File: config.mk
export PLATFORM = sky130hd
export DESIGN_NAME = graph_coloring_checker_seq_flat
export DESIGN_NICKNAME = d
export VERILOG_FILES = /design/src/rtl/graph_coloring_checker_seq_if.sv /design/src/rtl/graph_coloring_checker_seq.sv /design/src/flat_wrapper.sv
export SDC_FILE = /design/constraint.sdc
export NUM_CORES = 1
export LEC_CHECK = 0
export ABC_CLOCK_PERIOD_IN_PS = 3200
export CAP_MARGIN = 20
export CORE_ASPECT_RATIO = 1.4
export CORE_UTILIZATION = 55
export CTS_BUF_LIST = sky130_fd_sc_hd__clkbuf_16
export DETAILED_ROUTE_END_ITERATION = 8
export HOLD_SLACK_MARGIN = 0.05
export MAX_ROUTING_LAYER = met4
export PLACE_DENSITY_LB_ADDON = 0.05
export SYNTH_ARGS = -nofsm -noshare
export SYNTH_HDL_FRONTEND = slang
export SYNTH_SLANG_ARGS = --single-unit
File: constraint.sdc
create_clock -name clk -period 3.2 [get_ports clk]
set_input_delay 0.48 -clock clk [delete_from_list [all_inputs] [get_ports clk]]
set_output_delay 0.48 -clock clk [all_outputs]
set_load 0.01 [all_outputs]
File: src/rtl/graph_coloring_checker_seq_if.sv
// Bundle of the color-table write port, the edge stream handshake and the
// result signals of the sequential graph-coloring checker.
interface graph_coloring_checker_seq_if #(
    parameter int VID_W   = 3,
    parameter int COLOR_W = 2,
    parameter int CNT_W   = 8
);
    logic               col_we;
    logic [VID_W-1:0]   col_addr;
    logic [COLOR_W-1:0] col_data;
    logic               start;
    logic               edge_valid;
    logic               edge_ready;
    logic [VID_W-1:0]   edge_u;
    logic [VID_W-1:0]   edge_v;
    logic               edge_last;
    logic               busy;
    logic               done;
    logic               proper;
    logic [CNT_W-1:0]   conflict_cnt;
    logic [VID_W-1:0]   first_bad_u;
    logic [VID_W-1:0]   first_bad_v;
    logic               bad_vid;

    modport master (
        output col_we, col_addr, col_data, start,
        output edge_valid, edge_u, edge_v, edge_last,
        input  edge_ready, busy, done, proper, conflict_cnt,
        input  first_bad_u, first_bad_v, bad_vid
    );

    modport slave (
        input  col_we, col_addr, col_data, start,
        input  edge_valid, edge_u, edge_v, edge_last,
        output edge_ready, busy, done, proper, conflict_cnt,
        output first_bad_u, first_bad_v, bad_vid
    );
endinterface

File: src/rtl/graph_coloring_checker_seq.sv
// Sequential proper-coloring checker: a vertex color table is loaded while
// idle, then an edge list is streamed one edge per cycle and every edge whose
// endpoints share a color (or is a self-loop / names a missing vertex) is
// counted as a conflict.
module graph_coloring_checker_seq #(
    parameter int NUM_V   = 6,
    parameter int COLOR_W = 2,
    parameter int VID_W   = 3,
    parameter int CNT_W   = 8
) (
    input logic clk,
    input logic rst,
    graph_coloring_checker_seq_if.slave bus
);
    localparam logic [1:0] ST_IDLE   = 2'd0;
    localparam logic [1:0] ST_RUN    = 2'd1;
    localparam logic [1:0] ST_REPORT = 2'd2;

    // The table spans the whole id space so any id indexes it safely; entries
    // at or above NUM_V are constant zero and never written.
    localparam int TBL_N = 1 << VID_W;
    localparam logic [VID_W:0] NUM_V_EXT = (VID_W + 1)'(NUM_V);

    logic [1:0]         state;
    logic [COLOR_W-1:0] color [TBL_N];
    logic [COLOR_W-1:0] color_u;
    logic [COLOR_W-1:0] color_v;
    logic               accept;
    logic               u_oob;
    logic               v_oob;
    logic               is_conflict;
    logic               table_we;
    logic [CNT_W-1:0]   cnt;
    logic [VID_W-1:0]   bad_u;
    logic [VID_W-1:0]   bad_v;
    logic               bad_id;
    logic               proper_flag;

    assign table_we = (state == ST_IDLE) && bus.col_we;

    genvar gi;
    generate
        for (gi = 0; gi < TBL_N; gi++) begin : g_color
            if (gi < NUM_V) begin : g_used
                logic [COLOR_W-1:0] entry;
                // Load this vertex's color while idle; a write sharing the
                // start cycle lands before the first edge is examined.
                always_ff @(posedge clk or posedge rst) begin
                    if (rst)
                        entry <= '0;
                    else if (table_we && bus.col_addr == VID_W'(gi))
                        entry <= bus.col_data;
                end
                assign color[gi] = entry;
            end else begin : g_unused
                assign color[gi] = '0;
            end
        end
    endgenerate

    assign accept      = bus.edge_valid && (state == ST_RUN);
    assign u_oob       = {1'b0, bus.edge_u} >= NUM_V_EXT;
    assign v_oob       = {1'b0, bus.edge_v} >= NUM_V_EXT;
    assign color_u     = color[bus.edge_u];
    assign color_v     = color[bus.edge_v];
    assign is_conflict = u_oob || v_oob || (bus.edge_u == bus.edge_v) || (color_u == color_v);

    // Run control: IDLE -> RUN on start, RUN -> REPORT on the accepted last
    // edge, REPORT lasts a single cycle.
    always_ff @(posedge clk or posedge rst) begin
        if (rst) begin
            state <= ST_IDLE;
        end else begin
            case (state)
                ST_IDLE:   if (bus.start) state <= ST_RUN;
                ST_RUN:    if (accept && bus.edge_last) state <= ST_REPORT;
                ST_REPORT: state <= ST_IDLE;
                default:   state <= ST_IDLE;
            endcase
        end
    end

    // Result bookkeeping: cleared on start, updated per accepted edge, held
    // afterwards. proper is settled on the final edge so it is valid with done.
    always_ff @(posedge clk or posedge rst) begin
        if (rst) begin
            cnt         <= '0;
            bad_u       <= '0;
            bad_v       <= '0;
            bad_id      <= 1'b0;
            proper_flag <= 1'b0;
        end else if (state == ST_IDLE && bus.start) begin
            cnt         <= '0;
            bad_u       <= '0;
            bad_v       <= '0;
            bad_id      <= 1'b0;
            proper_flag <= 1'b0;
        end else if (accept) begin
            if (is_conflict) begin
                if (cnt != {CNT_W{1'b1}})
                    cnt <= cnt + CNT_W'(1);
                // A zero count means no earlier conflict in this run.
                if (cnt == '0) begin
                    bad_u <= bus.edge_u;
                    bad_v <= bus.edge_v;
                end
                if (u_oob || v_oob)
                    bad_id <= 1'b1;
            end
            if (bus.edge_last)
                proper_flag <= (cnt == '0) && !is_conflict;
        end
    end

    assign bus.edge_ready   = (state == ST_RUN);
    assign bus.busy         = (state != ST_IDLE);
    assign bus.done         = (state == ST_REPORT);
    assign bus.proper       = proper_flag;
    assign bus.conflict_cnt = cnt;
    assign bus.first_bad_u  = bad_u;
    assign bus.first_bad_v  = bad_v;
    assign bus.bad_vid      = bad_id;
endmodule
File: src/flat_wrapper.sv
// flat-port wrapper written by rule: the top's interface ports become plain ports
module graph_coloring_checker_seq_flat 
#(
    parameter int NUM_V   = 6,
    parameter int COLOR_W = 2,
    parameter int VID_W   = 3,
    parameter int CNT_W   = 8
)
  (clk, rst, bus_col_we, bus_col_addr, bus_col_data, bus_start, bus_edge_valid, bus_edge_u, bus_edge_v, bus_edge_last, bus_edge_ready, bus_busy, bus_done, bus_proper, bus_conflict_cnt, bus_first_bad_u, bus_first_bad_v, bus_bad_vid);
  graph_coloring_checker_seq_if #(.VID_W(VID_W), .COLOR_W(COLOR_W), .CNT_W(CNT_W)) bus_i ();
  input logic clk;
  input logic rst;
  input wire logic [$bits(bus_i.col_we)-1:0] bus_col_we;
  input wire logic [$bits(bus_i.col_addr)-1:0] bus_col_addr;
  input wire logic [$bits(bus_i.col_data)-1:0] bus_col_data;
  input wire logic [$bits(bus_i.start)-1:0] bus_start;
  input wire logic [$bits(bus_i.edge_valid)-1:0] bus_edge_valid;
  input wire logic [$bits(bus_i.edge_u)-1:0] bus_edge_u;
  input wire logic [$bits(bus_i.edge_v)-1:0] bus_edge_v;
  input wire logic [$bits(bus_i.edge_last)-1:0] bus_edge_last;
  output wire logic [$bits(bus_i.edge_ready)-1:0] bus_edge_ready;
  output wire logic [$bits(bus_i.busy)-1:0] bus_busy;
  output wire logic [$bits(bus_i.done)-1:0] bus_done;
  output wire logic [$bits(bus_i.proper)-1:0] bus_proper;
  output wire logic [$bits(bus_i.conflict_cnt)-1:0] bus_conflict_cnt;
  output wire logic [$bits(bus_i.first_bad_u)-1:0] bus_first_bad_u;
  output wire logic [$bits(bus_i.first_bad_v)-1:0] bus_first_bad_v;
  output wire logic [$bits(bus_i.bad_vid)-1:0] bus_bad_vid;
  assign bus_i.col_we = bus_col_we;
  assign bus_i.col_addr = bus_col_addr;
  assign bus_i.col_data = bus_col_data;
  assign bus_i.start = bus_start;
  assign bus_i.edge_valid = bus_edge_valid;
  assign bus_i.edge_u = bus_edge_u;
  assign bus_i.edge_v = bus_edge_v;
  assign bus_i.edge_last = bus_edge_last;
  assign bus_edge_ready = bus_i.edge_ready;
  assign bus_busy = bus_i.busy;
  assign bus_done = bus_i.done;
  assign bus_proper = bus_i.proper;
  assign bus_conflict_cnt = bus_i.conflict_cnt;
  assign bus_first_bad_u = bus_i.first_bad_u;
  assign bus_first_bad_v = bus_i.first_bad_v;
  assign bus_bad_vid = bus_i.bad_vid;
  graph_coloring_checker_seq #(.NUM_V(NUM_V), .COLOR_W(COLOR_W), .VID_W(VID_W), .CNT_W(CNT_W)) u_core (.clk(clk), .rst(rst), .bus(bus_i));
endmodule
# Word-level counts from Yosys, hierarchy flattened
# Cells that the tools add are included.
# classes
muxes	28
add_sub_neg	1
reduce_logical	30
n_bitwise	2
order_cmp	4
n_eq_ne	12
# ops
op	count
2-to-1 mux 8 bit	4
2-to-1 mux 3 bit	8
nonzero test 2 bit	7
binary-select mux 2 bit (select 3 bit)	2
2-to-1 mux 2 bit	6
logical AND 1 bit	11
AND reduction 3 bit	3
adder 8 x 1 -> 8 bit, second input constant	1
>= comparator 4 bit, second input constant	2
zero test 8 bit	1
inequality test 8 bit, second input constant	1
inverter 3 -> 4 bit	2
2-to-1 mux 1 bit	7
== test 3 x 2 -> 1 bit, second input constant	2
== test 3 bit, second input constant	2
>= comparator 3 bit, second input constant	2
one-hot mux 2 bit (2 select lines)	1
AND reduction 2 bit	2
== test 3 x 1 -> 1 bit, second input constant	1
== test 3 bit	1
zero test 3 bit	1
logical OR 1 bit	3
== test 2 x 1 -> 1 bit, second input constant	1
== test 2 bit	1
5 further kinds	5
# word_totals
in_bits	17
wordCells	89
reg_bits	30

# Longest topological paths before layout
# Gate-level depths: netlist of the first run.
# logic_depth
word_depth	11
mapped_depth	9
depth_no_buf	7

# Worst setup path before layout of the first run
# Ideal clock, no wire load.
# synth_path
kind	input to register
startpoint	input bus_edge_u[0]
endpoint	register u_core.bad_u[0] (netlist: u_core.bus.first_bad_u[0])
arrival_time_ns	2.183
path_buffers	3
path_stages	9
slack_ns	0.896
required_ns	3.078
cell_sequence	buf_6 mux2i_1 or3_1 a311oi_2 nor4_4 or2_1 buf_6 buf_8 a32o_1
# synth_between
elab_chain_len	8
# synth_rtl
element	line_no	text
start, declared	flat_wrapper.sv:18	input wire logic [$bits(bus_i.edge_u)-1:0] bus_edge_u;
inverter 3 -> 4 bit (implied by the code)	graph_coloring_checker_seq.sv:64	assign color_u = color[bus.edge_u];
binary-select mux 2 bit (select 3 bit)	graph_coloring_checker_seq.sv:64	
2-to-1 mux 2 bit (implied by the code) (2 in a row)	graph_coloring_checker_seq.sv:64	
== test 2 bit	graph_coloring_checker_seq.sv:66	assign is_conflict = u_oob || v_oob || (bus.edge_u == bus.edge_v) || (color_u == color_v);
logical OR 1 bit	graph_coloring_checker_seq.sv:66	
nonzero test 2 bit (no source line)	--	
AND reduction 3 bit (no source line)	--	
end signal, assigned	graph_coloring_checker_seq.sv:104	bad_u <= bus.edge_u;
end, declared	graph_coloring_checker_seq.sv:34	logic [VID_W-1:0] bad_u;
# Several ways; a longest one is shown, not always the timed one. The select of a mux whose other input is x is not followed.
# A chain may end at the register's enable or synchronous reset.

# Worst setup path in the final report of the first run
# layout_path
startpoint	input bus_edge_u[0]
endpoint	register u_core.bad_v[2] (netlist: u_core.bus.first_bad_v[2])
# layout_between
elab_chain_len	8
# layout_rtl
element	line_no	text
inverter 3 -> 4 bit (implied by the code)	graph_coloring_checker_seq.sv:64	
binary-select mux 2 bit (select 3 bit)	graph_coloring_checker_seq.sv:64	
2-to-1 mux 2 bit (implied by the code) (2 in a row)	graph_coloring_checker_seq.sv:64	
== test 2 bit	graph_coloring_checker_seq.sv:66	
logical OR 1 bit (*)	graph_coloring_checker_seq.sv:66	
nonzero test 2 bit (no source line) (*)	--	
AND reduction 3 bit (no source line) (*)	--	
end signal, assigned	graph_coloring_checker_seq.sv:105	bad_v <= bus.edge_v;
end, declared	graph_coloring_checker_seq.sv:35	logic [VID_W-1:0] bad_v;
# Mark *: on every way between the ends. The rest lies on a longest branch, timed or not. The select of a mux whose other input is x is not followed.

==> results of run 1 <==
==> state kept, by name, indices dropped and copies added (netlist names) <==
signal,cells
u_core.bus.first_bad_u,3
u_core.g_color.g_used.entry,12
u_core.bus.bad_vid,1
u_core.bus.first_bad_v,3
u_core.bus.proper,1
u_core.bus.conflict_cnt,8
u_core.state,2
==> layer usage <==
layer	wire [µm]	vias up	track usage
met2	2610	61	0.532
met3	190	8	0.0548
met1	1560	779	0.314
li1	-	714	-
met4	76	0	0.108
met5	0	-	-
==> per-stage QoR <==
step,utilization,instance area (µm²)
detailed placement,0.697,2150
global placement,0.697,2150
floorplan,-,1780
global route,0.758,2340
CTS,0.758,2340
finish,0.758,2340
==> area by class of cell <==
type / instances / area, µm²
clock buffer: 5 / 125
clock inverter: 3 / 63.8
fill: 213 / 749
inverter: 7 / 26.3
multi-input combinational: 124 / 948
sequential: 30 / 751
tap: 39 / 48.8
timing repair buffer: 39 / 380
==> critical path: stages <==
cell             delay (ns)
clkdlybuf4s50_1        0.72
mux2i_1                0.12
or3_1                  0.37
a311oi_2               0.34
nor4_4                 0.09
buf_4                  0.17
o22ai_1                0.45
a32o_1                 0.21
==> cells by family after synthesis <==
| family | after synthesis | share of synthesized area |
|---|---|---|
| adders and majority gates | 2 | 0.0141 |
| xor gates and xnor gates | 3 | 0.0148 |
| AOI/OAI and AO/OA | 38 | 0.183 |
| and+or+nand+nor | 57 | 0.176 |
| muxes | 24 | 0.147 |
| DFF | 30 | 0.423 |
| buffers and inverters | 13 | 0.0430 |
==> power groups by stage <==
| stage | sequential, mW | combinational (mW) | clock [mW] |
|---|---|---|---|
| 6_report | 0.620 | 0.761 | 0.599 |
| 3_3_place_gp | 0.615 | 0.726 | 0 |
| 3_5_place_dp | 0.626 | 0.757 | 0 |
| 5_1_grt | 0.639 | 0.824 | 0.628 |
| 4_1_cts | 0.619 | 0.763 | 0.610 |
| 2_1_floorplan | 0.617 | 0.488 | 0 |
==> layout by cell type (no fill, tap or decap), types with 3 or more instances in the layout <==
cell | Yosys | routed
o22ai_1 | 5 | 5
a22o_1 | 5 | 5
nand4_1 | 3 | 3
dfrtp_1 | 30 | 30
nor2b_1 | 6 | 6
mux2i_1 | 8 | 8
mux2_2 | 16 | 16
clkbuf_16 | 0 | 5
nand3_1 | 5 | 5
inv_1 | 7 | 7
clkdlybuf4s50_1 | 0 | 35
nor2_1 | 9 | 9
a32o_1 | 8 | 8
buf_4 | 0 | 4
and3_1 | 5 | 5
nand2b_1 | 3 | 3
nand2_1 | 11 | 11
o21ai_0 | 7 | 7
xnor2_1 | 3 | 3
nor3_1 | 6 | 6
==> worst max path at each step <==
stage,startpoint,end,slack (ns),cells after the start
floorplan,bus_edge_u[0],u_core.bus.first_bad_u[0]$_DFFE_PP0P_,0.90,9
global placement,bus_edge_u[0],u_core.bus.first_bad_u[2]$_DFFE_PP0P_,0.31,8
detailed placement,bus_edge_u[0],u_core.bus.first_bad_v[2]$_DFFE_PP0P_,0.22,8
CTS,bus_edge_u[0],u_core.bus.first_bad_v[2]$_DFFE_PP0P_,0.49,8
global route,bus_edge_u[0],u_core.bus.first_bad_v[0]$_DFFE_PP0P_,0.35,8
finish,bus_edge_u[0],u_core.bus.first_bad_v[2]$_DFFE_PP0P_,0.45,8
==> impl_metrics.yaml, run 1 <==
power_and_ir_drop:
  peakVddDrop_mv: 0.563
  pwr-share-seq: 0.313
  comb_power_share: 0.384
  p_int_mw: 1.35
  p_sw_frac: 0.319
  power.density_nw_per_um2: 845
  power_mw: 1.98
  p_switching_uw: 631
  p_leak_nw: 0.996
  clockPowerShare: 0.303
routing:
  vias: 1562
  antenna_left: 0
  drc: 0
  via_per_inst: 6.32
  drt_iter0_markers: 52
  wl_per_cell_um: 18.0
  dr.pass1.iters: 5
  detail_route.wirelength_mm: 4.44
grt:
  grt_pass1_wl_mm: 7.58
  grt_max_degree: 31
  antenna_found_initial: 0
  grt-ovfl-total: 0
  grt_usage: 0.297
  grt_pass1_vias: 1545
synthesis:
  yosysUniqueCellTypes: 39
  synthCells: 167
  synth_async_sr_flop_share: 1.00
  syn_area_um2: 1780
  ys_ff_latch: 30
  synth_most_common_cell: "dfrtp_1"
  yosys-top-cells-count: "dfrtp_1, mux2_2, nand2_1"
  synth_largest_area_cell: "dfrtp_1"
  syn_area_per_cell_um2: 10.6
  synthFlopType: "dfrtp_1"
  ys_seq_area_frac: 0.423
  ys_top_cells_by_area: "dfrtp_1, mux2_2, a32o_1"
  yosysWarnings: 0
  syn_nets: 186
  synth-edff-count: 0
  synth.top_cell.area_share: 0.423
finish:
  drive_above_1_share: 0.154
  num_antenna_cells: 0
  final-instance-count-excl-fill: 247
  nNetsFinal: 226
  syn2layout_area_growth_pct: 32.0
min_path:
  whs_path_depth: 1
  hold_path_class: "reg -> reg"
  hp-start: "u_core.bus.first_bad_u[2]$_DFFE_PP0P_"
  hold_path_end: "u_core.bus.first_bad_u[2]$_DFFE_PP0P_"
worst_setup_path:
  reg2reg_from: "u_core.state[1]$_DFFE_PP0P_"
  required_ns: 3.41
  cp-start-kind: "primary input"
  reg2regPathDepth: 5
  r2r_setup_slack_ns: 1.01
  crit_arrival_ns: 2.96
  crit_type: "in -> reg"
  rr_endpoint: "u_core.bus.first_bad_v[2]$_DFFE_PP0P_"
  crit_fanout: 9
  end_kind: "flip-flop"
sta:
  setup_viol: 0
  worst_slack_ns: 0.447
  fin_crit_ns: 2.75
  period_share: 0.860
  holdWs_ns: 0.489
  skew_ns: 0.00420
  slew_headroom: 0.640
  drv_slew: 0
  rsz0062_at_grt: "false"
  max_freq_mhz: 363
  finalHoldViolations: 0
  worst_pin_slew_ns: 0.541
  finalSetupTns_ns: 0
placement:
  dpl_worst_slack_ns: 0.219
  dp_cells: 239
  detailed_place_hpwl_mm: 3.38
  io_buffer_count: 35
  gp_congestion: 0.880
floorplanning:
  pin_count: 36
  start_util: 0.574
  die_area_um2: 3460
  die_h_um: 69.2
  rows: 24
  core_area_um2: 3090
  dieWidth_um: 50.0
clock_tree:
  cts_root_buffer: "clkbuf_16"
  cts_made_buffers: 5
  path_clk_slew_ns: 0.05
  clk_path_buf_depth: 2
  clock-sinks: 30
  htree_num_levels: 2
  cts_setup_buffers: 0
  ctsHoldBuffers: 0
  tritoncts: "yes"
  clk_latency_ns: 0.27
  cts_resized: 0
outcome:
  status: "finished, final reports clean"
flow_run:
  cap_violations: 0
Note: power is estimated with default switching activity, not from simulation.
==> run 2, diff against run 1 <==
--- a/config.mk
+++ b/config.mk
@@ -5,10 +5,10 @@
 export SDC_FILE = /design/constraint.sdc
 export NUM_CORES = 1
 export LEC_CHECK = 0
-export ABC_CLOCK_PERIOD_IN_PS = 3200
+export ABC_CLOCK_PERIOD_IN_PS = 2500
 export CAP_MARGIN = 20
 export CORE_ASPECT_RATIO = 1.4
-export CORE_UTILIZATION = 55
+export CORE_UTILIZATION = 46
 export CTS_BUF_LIST = sky130_fd_sc_hd__clkbuf_16
 export DETAILED_ROUTE_END_ITERATION = 8
 export HOLD_SLACK_MARGIN = 0.05
==> constraint.sdc (replaced) <==
create_clock -name clk -period 2.5 [get_ports clk]
set_input_delay 0.375 -clock clk [delete_from_list [all_inputs] [get_ports clk]]
set_output_delay 0.375 -clock clk [all_outputs]
set_load 0.01 [all_outputs]
==> impl_metrics.yaml, run 2 (synthesis gave the netlist of run 1 again) <==
power_and_ir_drop:
  power.density_nw_per_um2: 994
  peakVddDrop_mv: 0.689
  p_leak_nw: 1.02
clock_tree:
  cts_setup_buffers: 0
  path_clk_slew_ns: 0.05
  ctsHoldBuffers: 0
  cts_resized: 0
  clk_path_buf_depth: 2
  htree_num_levels: 2
  clk_latency_ns: 0.27
  cts_made_buffers: 5
  cts_root_buffer: "clkbuf_16"
  clock-sinks: 30
  tritoncts: "yes"
outcome:
  status: "finished, final reports clean"
worst_setup_path:
  end_kind: "flip-flop"
  crit_slowest_cell: "clkdlybuf4s50_1"
  path_buf_inv: 3
  crit_cells: 9
  required_ns: 2.66
  reg2regPathDepth: 7
  crit_type: "in -> reg"
  crit_arrival_ns: 2.52
  cp-start-kind: "primary input"
  cp_cell_sequence: "clkdlybuf4s50_1 > buf_4 > mux2_2 > nand2_1 > o2111a_1 > nor4_4 > or2_1 > buf_4 > a32o_1"
  crit_family: "buffers and inverters"
  path_common_cell: "buf_4"
  crit_fanout: 8
  max_stage_delay_ns: 0.56
sta:
  worst_slack_ns: 0.148
  setup_viol: 0
  rsz0062_at_grt: "false"
  period_share: 0.941
  fin_crit_ns: 2.35
  drv_slew: 0
  slew_headroom: 0.660
  finalHoldViolations: 0
  max_freq_mhz: 425
  skew_ns: 0.00421
  worst_pin_slew_ns: 0.510
flow_run:
  cap_violations: 0
placement:
  postPlaceCellArea_um2: 2230
  dpl_worst_slack_ns: -0.181
  detailed_place_hpwl_mm: 3.37
  io_buffer_count: 35
  gp_congestion: 0.956
routing:
  vias: 1548
  detail_route.wirelength_mm: 4.34
  drc: 0
  via_per_inst: 5.95
  wl_per_cell_um: 16.7
  antenna_left: 0
  drt_iter0_markers: 42
  dr.pass1.iters: 4
finish:
  largest_register: "u_core.g_color.g_used.entry"
  layout_common_cells: "clkdlybuf4s50_1, dfrtp_1, mux2_2"
  stdcell_area_um2: 2370
  nNetsFinal: 236
  fillers: 311
  largest_register_ffs: 12
  num_antenna_cells: 0
  syn2layout_area_growth_pct: 33.8
  layout_commonest_cell: "clkdlybuf4s50_1"
  drive_above_1_share: 0.193
floorplanning:
  pin_count: 36
  die_area_um2: 4120
  dieWidth_um: 54.5
  core_area_um2: 3680
  die_h_um: 75.5
  start_util: 0.483
  rows: 26
grt:
  grt_use_met1: 0.227
  use_met3: 0.0439
  grt_max_degree: 31
  grt_pass1_wl_mm: 6.91
  grt-ovfl-total: 0
  grt_pass1_vias: 1564
  grt_use_met2: 0.467
  antenna_found_initial: 0
  grt-busiest-layer: "met2"
  grt_usage: 0.247
min_path:
  hold_path_class: "in -> async"
## run 2: per-layer routing
layer	routed length (µm)	vias to the layer above
met5	0	-
met4	93	0
met3	134	12
met2	2540	46
met1	1580	756
li1	-	734
## run 2: area by class of cell
class                           instances  area, µm²  share of cell area
Inverter                                7       26.3              0.0111
Tap cell                               42       52.6              0.0221
Sequential cell                        30        751               0.316
Clock inverter                          3       16.3             0.00685
Clock buffer                            5        125              0.0527
Multi-Input combinational cell        124        948               0.399
Timing Repair Buffer                   49        455               0.192
## run 2: where the power goes
group	internal [mW]	total (mW)	leakage [nW]	switching, mW
clock network	0.362	0.566	0.0672	0.204
registers	0.658	0.798	0.388	0.140
logic	0.526	0.997	0.565	0.470
## run 2: worst register-to-register path, cell delays in order (launching register included)
cell      delay, ns
dfrtp_1        0.43
ha_1           0.23
and3_1         0.22
a211oi_1       0.46
nand3_1        0.16
nand2_1        0.09
o21ai_0        0.08
a22o_1         0.23
## run 2: path summary, 6_finish.rpt
path | from | slack (ns) | endpoint
min | rst | 0.47 | u_core.bus.conflict_cnt[2]$_DFFE_PP0P_
min in group clk | u_core.bus.first_bad_u[0]$_DFFE_PP0P_ | 0.50 | u_core.bus.first_bad_u[0]$_DFFE_PP0P_
min reg2reg | u_core.bus.first_bad_u[0]$_DFFE_PP0P_ | 0.50 | u_core.bus.first_bad_u[0]$_DFFE_PP0P_
max in group asynchronous | rst | 1.75 | u_core.g_color[4].g_used.entry[0]$_DFFE_PP0P_
max reg2reg | u_core.bus.conflict_cnt[0]$_DFFE_PP0P_ | 0.49 | u_core.bus.conflict_cnt[5]$_DFFE_PP0P_
max | bus_edge_u[0] | 0.15 | u_core.bus.conflict_cnt[1]$_DFFE_PP0P_
## run 2: through the flow
step	util	instances	TNS [ns]	hold WS, ns	total power, mW
finish	0.646	260	0	0.475	2.36
global route	0.646	260	0	0.523	2.51
CTS	0.646	260	0	0.486	2.38
detailed placement	0.608	252	-1.99	0.486	1.80
global placement	0.608	252	-1.07	0.478	1.77
floorplan	-	167	0	0.466	1.41
